$ cat src/rtl/quick_spi_pkg.sv
// rtl/quick_spi_pkg.sv - shared constants and FSM encoding for the quick_spi arbiter
package quick_spi_pkg;

   localparam logic OP_WRITE = 1'b0;
   localparam logic OP_READ  = 1'b1;

   localparam int DEFAULT_TIMEOUT = 4096;

   typedef enum logic [1:0] {
      ST_IDLE,
      ST_START,
      ST_WAIT,
      ST_DONE
   } state_t;

endpackage

$ cat src/rtl/quick_spi_arbiter_rr.sv
// rtl/quick_spi_arbiter_rr.sv - combinational round-robin pick, searching upward from ptr+1
module rr_arbiter #(
   parameter int NUM_REQ = 4,
   parameter int IDX_W   = $clog2(NUM_REQ)
) (
   input  logic [NUM_REQ-1:0] req,
   input  logic [IDX_W-1:0]   ptr,
   output logic [NUM_REQ-1:0] win_onehot,
   output logic [IDX_W-1:0]   win_idx
);

   logic             found;
   logic [IDX_W-1:0] cand;

   always_comb begin
      found      = 1'b0;
      cand       = '0;
      win_onehot = '0;
      win_idx    = '0;
      // The last requester visited is the previous owner, so it ranks lowest.
      for (int k = 1; k <= NUM_REQ; k++) begin
         cand = IDX_W'((int'(ptr) + k) % NUM_REQ);
         if (!found && req[cand]) begin
            found            = 1'b1;
            win_onehot[cand] = 1'b1;
            win_idx          = cand;
         end
      end
   end

endmodule

$ cat src/rtl/quick_spi_arbiter.sv
// rtl/quick_spi_arbiter.sv - round-robin sharing of one quick_spi master with a timeout watchdog
module quick_spi_arbiter
   import quick_spi_pkg::*;
#(
   parameter int NUM_REQ = 4,
   parameter int SLAVE_W = 2,
   parameter int OUT_W   = 16,
   parameter int IN_W    = 8,
   parameter int TIMEOUT = DEFAULT_TIMEOUT
) (
   input  logic                       clk,
   input  logic                       reset,
   input  logic [NUM_REQ-1:0]         req,
   input  logic [NUM_REQ*SLAVE_W-1:0] req_slave,
   input  logic [NUM_REQ-1:0]         req_op,
   input  logic [NUM_REQ*OUT_W-1:0]   req_wdata,
   output logic [NUM_REQ-1:0]         gnt,
   output logic [NUM_REQ-1:0]         done,
   output logic [IN_W-1:0]            rdata,
   output logic                       err,
   output logic                       busy,
   output logic                       spi_enable,
   output logic                       spi_start_transaction,
   output logic [SLAVE_W-1:0]         spi_slave,
   output logic                       spi_operation,
   output logic [OUT_W-1:0]           spi_outgoing_data,
   input  logic                       spi_end_of_transaction,
   input  logic [IN_W-1:0]            spi_incoming_data
);

   localparam int IDX_W = $clog2(NUM_REQ);
   localparam int WD_W  = $clog2(TIMEOUT);
   localparam logic [WD_W-1:0] WD_LAST = WD_W'(TIMEOUT - 1);

   state_t               state_q, state_d;
   logic [IDX_W-1:0]     ptr;
   logic [IDX_W-1:0]     owner_idx;
   logic [NUM_REQ-1:0]   owner_onehot;
   logic [WD_W-1:0]      wd;
   logic                 wd_last;
   logic [NUM_REQ-1:0]   win_onehot;
   logic [IDX_W-1:0]     win_idx;
   logic [SLAVE_W-1:0]   sel_slave;
   logic                 sel_op;
   logic [OUT_W-1:0]     sel_wdata;

   rr_arbiter #(.NUM_REQ(NUM_REQ), .IDX_W(IDX_W)) u_rr (
      .req        (req),
      .ptr        (ptr),
      .win_onehot (win_onehot),
      .win_idx    (win_idx)
   );

   always_comb begin
      sel_slave = '0;
      sel_op    = OP_WRITE;
      sel_wdata = '0;
      for (int i = 0; i < NUM_REQ; i++) begin
         if (win_onehot[i]) begin
            sel_slave = req_slave[i*SLAVE_W +: SLAVE_W];
            sel_op    = req_op[i];
            sel_wdata = req_wdata[i*OUT_W +: OUT_W];
         end
      end
   end

   assign wd_last = (wd == WD_LAST);

   always_ff @(posedge clk) begin
      if (reset) state_q <= ST_IDLE;
      else       state_q <= state_d;
   end

   always_comb begin
      state_d = state_q;
      case (state_q)
         ST_IDLE:  if (|req) state_d = ST_START;
         ST_START: state_d = ST_WAIT;
         ST_WAIT:  if (spi_end_of_transaction || wd_last) state_d = ST_DONE;
         ST_DONE:  state_d = ST_IDLE;
         default:  state_d = ST_IDLE;
      endcase
   end

   always_ff @(posedge clk) begin
      if (reset) begin
         ptr                   <= IDX_W'(NUM_REQ - 1);
         owner_idx             <= '0;
         owner_onehot          <= '0;
         wd                    <= '0;
         gnt                   <= '0;
         done                  <= '0;
         rdata                 <= '0;
         err                   <= 1'b0;
         busy                  <= 1'b0;
         spi_enable            <= 1'b0;
         spi_start_transaction <= 1'b0;
         spi_slave             <= '0;
         spi_operation         <= 1'b0;
         spi_outgoing_data     <= '0;
      end else begin
         spi_enable            <= 1'b1;
         gnt                   <= '0;
         done                  <= '0;
         err                   <= 1'b0;
         spi_start_transaction <= 1'b0;
         case (state_q)
            ST_IDLE: if (|req) begin
               gnt               <= win_onehot;
               owner_onehot      <= win_onehot;
               owner_idx         <= win_idx;
               spi_slave         <= sel_slave;
               spi_operation     <= sel_op;
               spi_outgoing_data <= sel_wdata;
               busy              <= 1'b1;
            end
            ST_START: begin
               spi_start_transaction <= 1'b1;
               wd                    <= '0;
            end
            // A real end_of_transaction beats the watchdog in the same cycle.
            ST_WAIT: begin
               if (spi_end_of_transaction) begin
                  done <= owner_onehot;
                  if (spi_operation == OP_READ) rdata <= spi_incoming_data;
               end else if (wd_last) begin
                  done <= owner_onehot;
                  err  <= 1'b1;
               end else begin
                  wd <= wd + 1'b1;
               end
            end
            ST_DONE: begin
               ptr  <= owner_idx;
               busy <= 1'b0;
            end
            default: ;
         endcase
      end
   end

endmodule

$ cat config.mk
export PLATFORM = sky130hd
export DESIGN_NAME = quick_spi_arbiter
export DESIGN_NICKNAME = d
export VERILOG_FILES = /design/src/rtl/quick_spi_pkg.sv /design/src/rtl/quick_spi_arbiter_rr.sv /design/src/rtl/quick_spi_arbiter.sv
export SDC_FILE = /design/constraint.sdc
export NUM_CORES = 1
export LEC_CHECK = 0
export BUFFER_PORTS_ARGS = -buffer_cell sky130_fd_sc_hd__buf_4
export CORE_MARGIN = 10
export CORE_UTILIZATION = 30
export CTS_CLUSTER_SIZE = 24
export DETAILED_ROUTE_END_ITERATION = 10
export HOLD_SLACK_MARGIN = 0.12
export PLACE_DENSITY = 0.62
export SKIP_CTS_REPAIR_TIMING = 1
export SLEW_MARGIN = 5
export SYNTH_ARGS = -nofsm -noshare
export SYNTH_HDL_FRONTEND = slang
export SYNTH_SLANG_ARGS = --single-unit
$ cat constraint.sdc
create_clock -name clk -period 3.05 [get_ports clk]
set_clock_uncertainty 0.15 [all_clocks]
set_input_delay 0.61 -clock clk [delete_from_list [all_inputs] [get_ports clk]]
set_output_delay 0.61 -clock clk [all_outputs]
set_load 0.03 [all_outputs]
* Word level (Yosys, flattened, before mapping)
Index checks and enable logic that the tools add are counted.
Word-level totals: register bits after elaboration 61, latch bits 0, RAM bits 0, memory bits (read-only) 0, input bits 91, output and inout port bits 39, logic and storage cells 117, memories kept 0
Cells by class: add/sub/neg operators 5, multipliers 0, div/mod/pow operators 0, magnitude comparators 8, eq/ne operators 8, shift operators 0, mux-type cells 52, bitwise operators 6, reductions and logical operators 23
Operators by type and width (count):
- 2-to-1 mux 16 bit | 4
- 2-to-1 mux 12 bit | 2
- 2-to-1 mux 4 bit | 6
- case mux 12 bit (2 select lines) | 1
- 2-to-1 mux 2 bit | 10
- 2-to-1 mux 1 bit | 19
- adder 12 x 1 -> 12 bit, second input constant | 1
- == test 12 bit, second input constant | 1
- < comparator 2 x 3 -> 1 bit, second input constant | 4
- bitwise OR 4 bit | 3
- binary-select mux 1 bit (select 2 bit) | 4
- demux 1 bit (select 2 bit) | 4
- greater-or-equal comparator 2 x 1 -> 1 bit, second input constant | 4
- inequality test 2 bit, second input constant | 4
- case mux 2 bit (4 select lines) | 1
- logical AND 1 bit | 7
- AND reduction 2 bit | 3
- AND reduction 3 bit | 2
- OR reduction 3 bit | 2
- adder 2 x 1 -> 2 bit, second input constant | 2
- adder 2 bit, second input constant | 2
- == test 2 bit, second input constant | 2
- nonzero test 2 bit | 2
- OR reduction 4 bit | 1
- 7 further kinds | 11

* Depth between registers and ports, before layout
depth in word-level cells 17, depth in mapped cells 12, mapped depth without buffers 8

* By module
Synthesis repeated with hierarchy kept, for this count alone.
Second synthesis, totals: cell total of the unflattened synthesis 405, area total of the unflattened synthesis 3462.1 µm²
By module, submodules not included:
- quick_spi_arbiter | instances 1, cells each 337, area each 2916.5 µm², seq. area each 1221.2 µm²
- rr_arbiter | instances 1, cells each 68, area each 545.5 µm², seq. area each 0.0 µm²

* Least setup slack after synthesis
Ideal clock, no wire load.
path type reg-to-reg, start register ptr[0], end register spi_outgoing_data[10], library setup time 143 ps, arrival time 3026 ps, required time 2757 ps, setup slack -269 ps, cell stages (with the launch flop) 12, buffers on the path 3, path through dfxtp_1 > buf_2 > buf_2 > inv_1 > ha_1 > mux4_2 > nor2b_1 > a221o_1 > a22o_1 > buf_4 > a221oi_2 > o32ai_2
Between the ends: longest elaborated chain between the ends 17, elaborated cells between the ends (all ways) 52
RTL lines:
- start, declared | line quick_spi_arbiter.sv:36 | logic [IDX_W-1:0] ptr;
- start signal, assigned | line quick_spi_arbiter.sv:87 | ptr <= IDX_W'(NUM_REQ - 1);
- start signal, assigned | line quick_spi_arbiter.sv:134 | ptr <= owner_idx;
- branches (longest 12 deep; another with < comparator 2 x 3 -> 1 bit)
- 2-to-1 mux 4 bit (*) | line quick_spi_arbiter_rr.sv:23 | if (!found && req[cand]) begin
- 2-to-1 mux 16 bit (3 in a row) | line quick_spi_arbiter.sv:59 | if (win_onehot[i]) begin
- 2-to-1 mux 16 bit (*) | line quick_spi_arbiter.sv:59
- end signal, assigned | line quick_spi_arbiter.sv:114 | spi_outgoing_data <= sel_wdata;
- end, declared | line quick_spi_arbiter.sv:26 | output logic [OUT_W-1:0] spi_outgoing_data,
Mark *: on every way between the ends. The select of a mux whose other input is x is not followed. A chain may end at the register's enable or synchronous reset.

* Final worst setup path
start register ptr[1], end register spi_operation
Between the ends: longest elaborated chain between the ends 17, elaborated cells between the ends (all ways) 52
RTL lines:
- branches (longest 12 deep; another with < comparator 2 x 3 -> 1 bit)
- 2-to-1 mux 4 bit (*) | line quick_spi_arbiter_rr.sv:23
- 2-to-1 mux 1 bit (3 in a row) | line quick_spi_arbiter.sv:59
- 2-to-1 mux 1 bit (*) | line quick_spi_arbiter.sv:59
- end signal, assigned | line quick_spi_arbiter.sv:113 | spi_operation <= sel_op;
- end, declared | line quick_spi_arbiter.sv:25 | output logic spi_operation,
Marked as above.

==> impl_results.md <==
- Status: complete, no violations
- Number of synthesized flops with an enable pin: 0
- Die width: between 100 and 150 um
- Mapped Nets: slightly below 500
- Initial Util: 0.303
- Remaining global-route overflow: 0
- Synth top area cells: dfxtp_1 (34%), nor2_1 (5.3%), ha_1 (4.8%)
- TritonRoute pass-1 iters: 4
- CTS buffer count: 9
- Vias: about 3500
- Area of the mapped netlist: roughly 3600 um2
- Crit. End Element: flip-flop
- Setup TNS: 0 ps
- Final hold violation count: 0
- Unrepaired setup endpoints after global routing: no
- LEAKAGE: 2.20 nW
- Yosys cell types: 54
- Clock Latency Late Sink: 320 ps
- Dpl hpwl: 8.62 mm
- First-pass GRT wire length: between 15 and 20 mm
- Met1 Usage GRT: 0.155
- Nets: 618
- Number of clock sinks: 61
- Crit path kind: flip-flop to flip-flop
- Largest delay share family, worst path: compound AO/OA/AOI/OAI gates
- Number of synthesized register bits: between 60 and 70
- Worst Path Required: 3070 ps
- CTS tree: built
- Fin crit share: 0.937
- Ys flop type: dfxtp_1
- CP max stage delay: 500 ps
- GRT Resource Usage Total: 0.133
- Share of Yosys cell area claimed by the top area cell type: 0.338
- Htree depth: 3
- Mapped Avg Cell Area: 9.21 um2
- Syn Inst Count: 392
- Die H: 130 um
- Site row count: 40
- Hold Path Class: flip-flop to flip-flop
- Synth warn: 0
- Top Ports: 130
- F_max: 350 MHz
- Die area: 16800 um2
- GRT busiest layer: met2
- Initial antenna violation count: 0
- Vias/cell: 5.32
- Largest net degree at the start of global routing: 47
- Met3 Track Usage GR: 0.0430
- DRC: 0
- Crit-path slowest cell: mux4_2
- Share of the yosys chip area belonging to registers: 0.338
- Vias in the first global route: around 3700
- Final setup viols: 0
- Total of max-cap violations: 0
- Clock Path Buffers: 2
- Cell breakdown of the critical path: inv_2 > ha_4 > mux4_2 > nor2b_1 > a221o_1 > a22o_1 > buf_12 > a221oi_1 > o32ai_1
- Port-buffer cells: 129
- Core area: about 12000 um2
- VDD IR max: 331 uV
- Initial DRC count: roughly 180
- Gpl congestion: 0.793
- Crit-path max FO: 21
- Worst slew pin tran: 517 ps
- Fin crit period: 2860 ps
- Clock transition at the registers of the reported paths: 60 ps
- Fin. max-slew vios: 0
- N_diodes: 0
- Wirelength per Cell: between 15 and 20 um
- Cell Area, Placed: 4800 um2
- Layout cells sized above 1: 0.375
- Startpoint types: flip-flop
- Area delta synth->final: 41.7%
- Most frequent cells in the layout: buf_4 (139), dfxtp_1 (60), nor2_1 (51), and2_1 (26), a31oi_1 (22)
- Commonest non-fill, non-tap cell in the layout: buf_4
- Post-route cell area: 5120 um2
- Power density over the cells: 890 nW/um2
- Yosys top cell by area: dfxtp_1
- Final wirelength: 11.7 mm
- Max_slew headroom: 0.655
- CTS Root Cell: clkbuf_16
- Post-synth ARST share: 0
- Met2 Track Usage GR: 0.231
- Worst EP arrival: 2880 ps
- DRT antenna net count: 0
- CP bufs+invs: 2
Yosys cell counts, drive strengths merged, types with 2 or more instances:
cell	number
or2	2
o32ai	19
nor3b	3
nor4bb	2
a211oi	2
mux2i	10
o211ai	3
nand2b	2
xor2	9
nor2	51
a2111oi	2
dfxtp	61
a22oi	2
a21oi	8
and3	4
nand2	8
o21ai	10
nor2b	5
buf	13
o21bai	20
a32oi	2
nor3	8
nand3b	2
o2111ai	7
a221o	2
clkbuf	21
inv	9
a31oi	22
nand4	2
nand3	5
ha	14
and2	27
mux4	3
a221oi	22
path summary, 6_finish.rpt:
check,depth (start not counted),slack (ps),end,startpoint
setup / recovery,9,190,spi_operation,ptr[1]
hold / removal,2,310,owner_idx[0],owner_idx[0]
setup reg to reg,9,190,spi_operation,ptr[1]
hold reg to reg,2,310,owner_idx[0],owner_idx[0]
registers in the layout, summed over array words and instances (netlist names), 2 cells and up:
signal             count
state_q                2
gnt                    4
spi_outgoing_data     16
owner_idx              2
owner_onehot           4
ptr                    2
done                   4
spi_slave              2
wd                    12
rdata                  8
cells by family after synthesis:
logic type / after synthesis / share of synthesized area
buffers and inverters: 43 / 0.0551
and+or+nand+nor: 126 / 0.179
adders and majority gates: 14 / 0.0485
muxes: 14 / 0.0495
DFF: 61 / 0.338
xor gates and xnor gates: 9 / 0.0218
AOI/OAI and AO/OA: 125 / 0.308
area by class of cell:
class	count	area (um2)
fill	1153	6790
sequential	61	1220
timing repair buffer	144	1140
clock buffer	9	225
multi-input combinational	288	2210
tap	147	184
inverter	9	33.8
clock inverter	7	97.6
metal layers:
layer | wire length [um] | share of wire
met1 | 4800 | 0.41
met2 | 5900 | 0.50
met3 | 903 | 0.077
met4 | 94 | 0.0080
met5 | 0 | 0
worst min-delay path, cell delays in order, from the launching register on:
cell     delay (ps)
dfxtp_1         300
nand2_1          50
a21oi_1          50
metrics by stage:
step | std cells | setup slack, ps | power, W | utilization | hold slack (ps)
after floorplan | 392 | 10.6 | 0.00272 | - | 274
after global placement | 649 | 235 | 0.00346 | 0.403 | 291
after detailed placement | 649 | 160 | 0.00350 | 0.403 | 293
after CTS | 665 | 190 | 0.00461 | 0.430 | 308
after global routing | 665 | 24.7 | 0.00485 | 0.430 | 332
final | 665 | 193 | 0.00456 | 0.430 | 305
power breakdown:
part | internal (W) | total (W) | switching (W)
clock | 0.000717 | 0.00109 | 0.000368
combinational | 0.000984 | 0.00232 | 0.00133
sequential | 0.00101 | 0.00116 | 0.000145
Power figures use the tool's default switching activity.
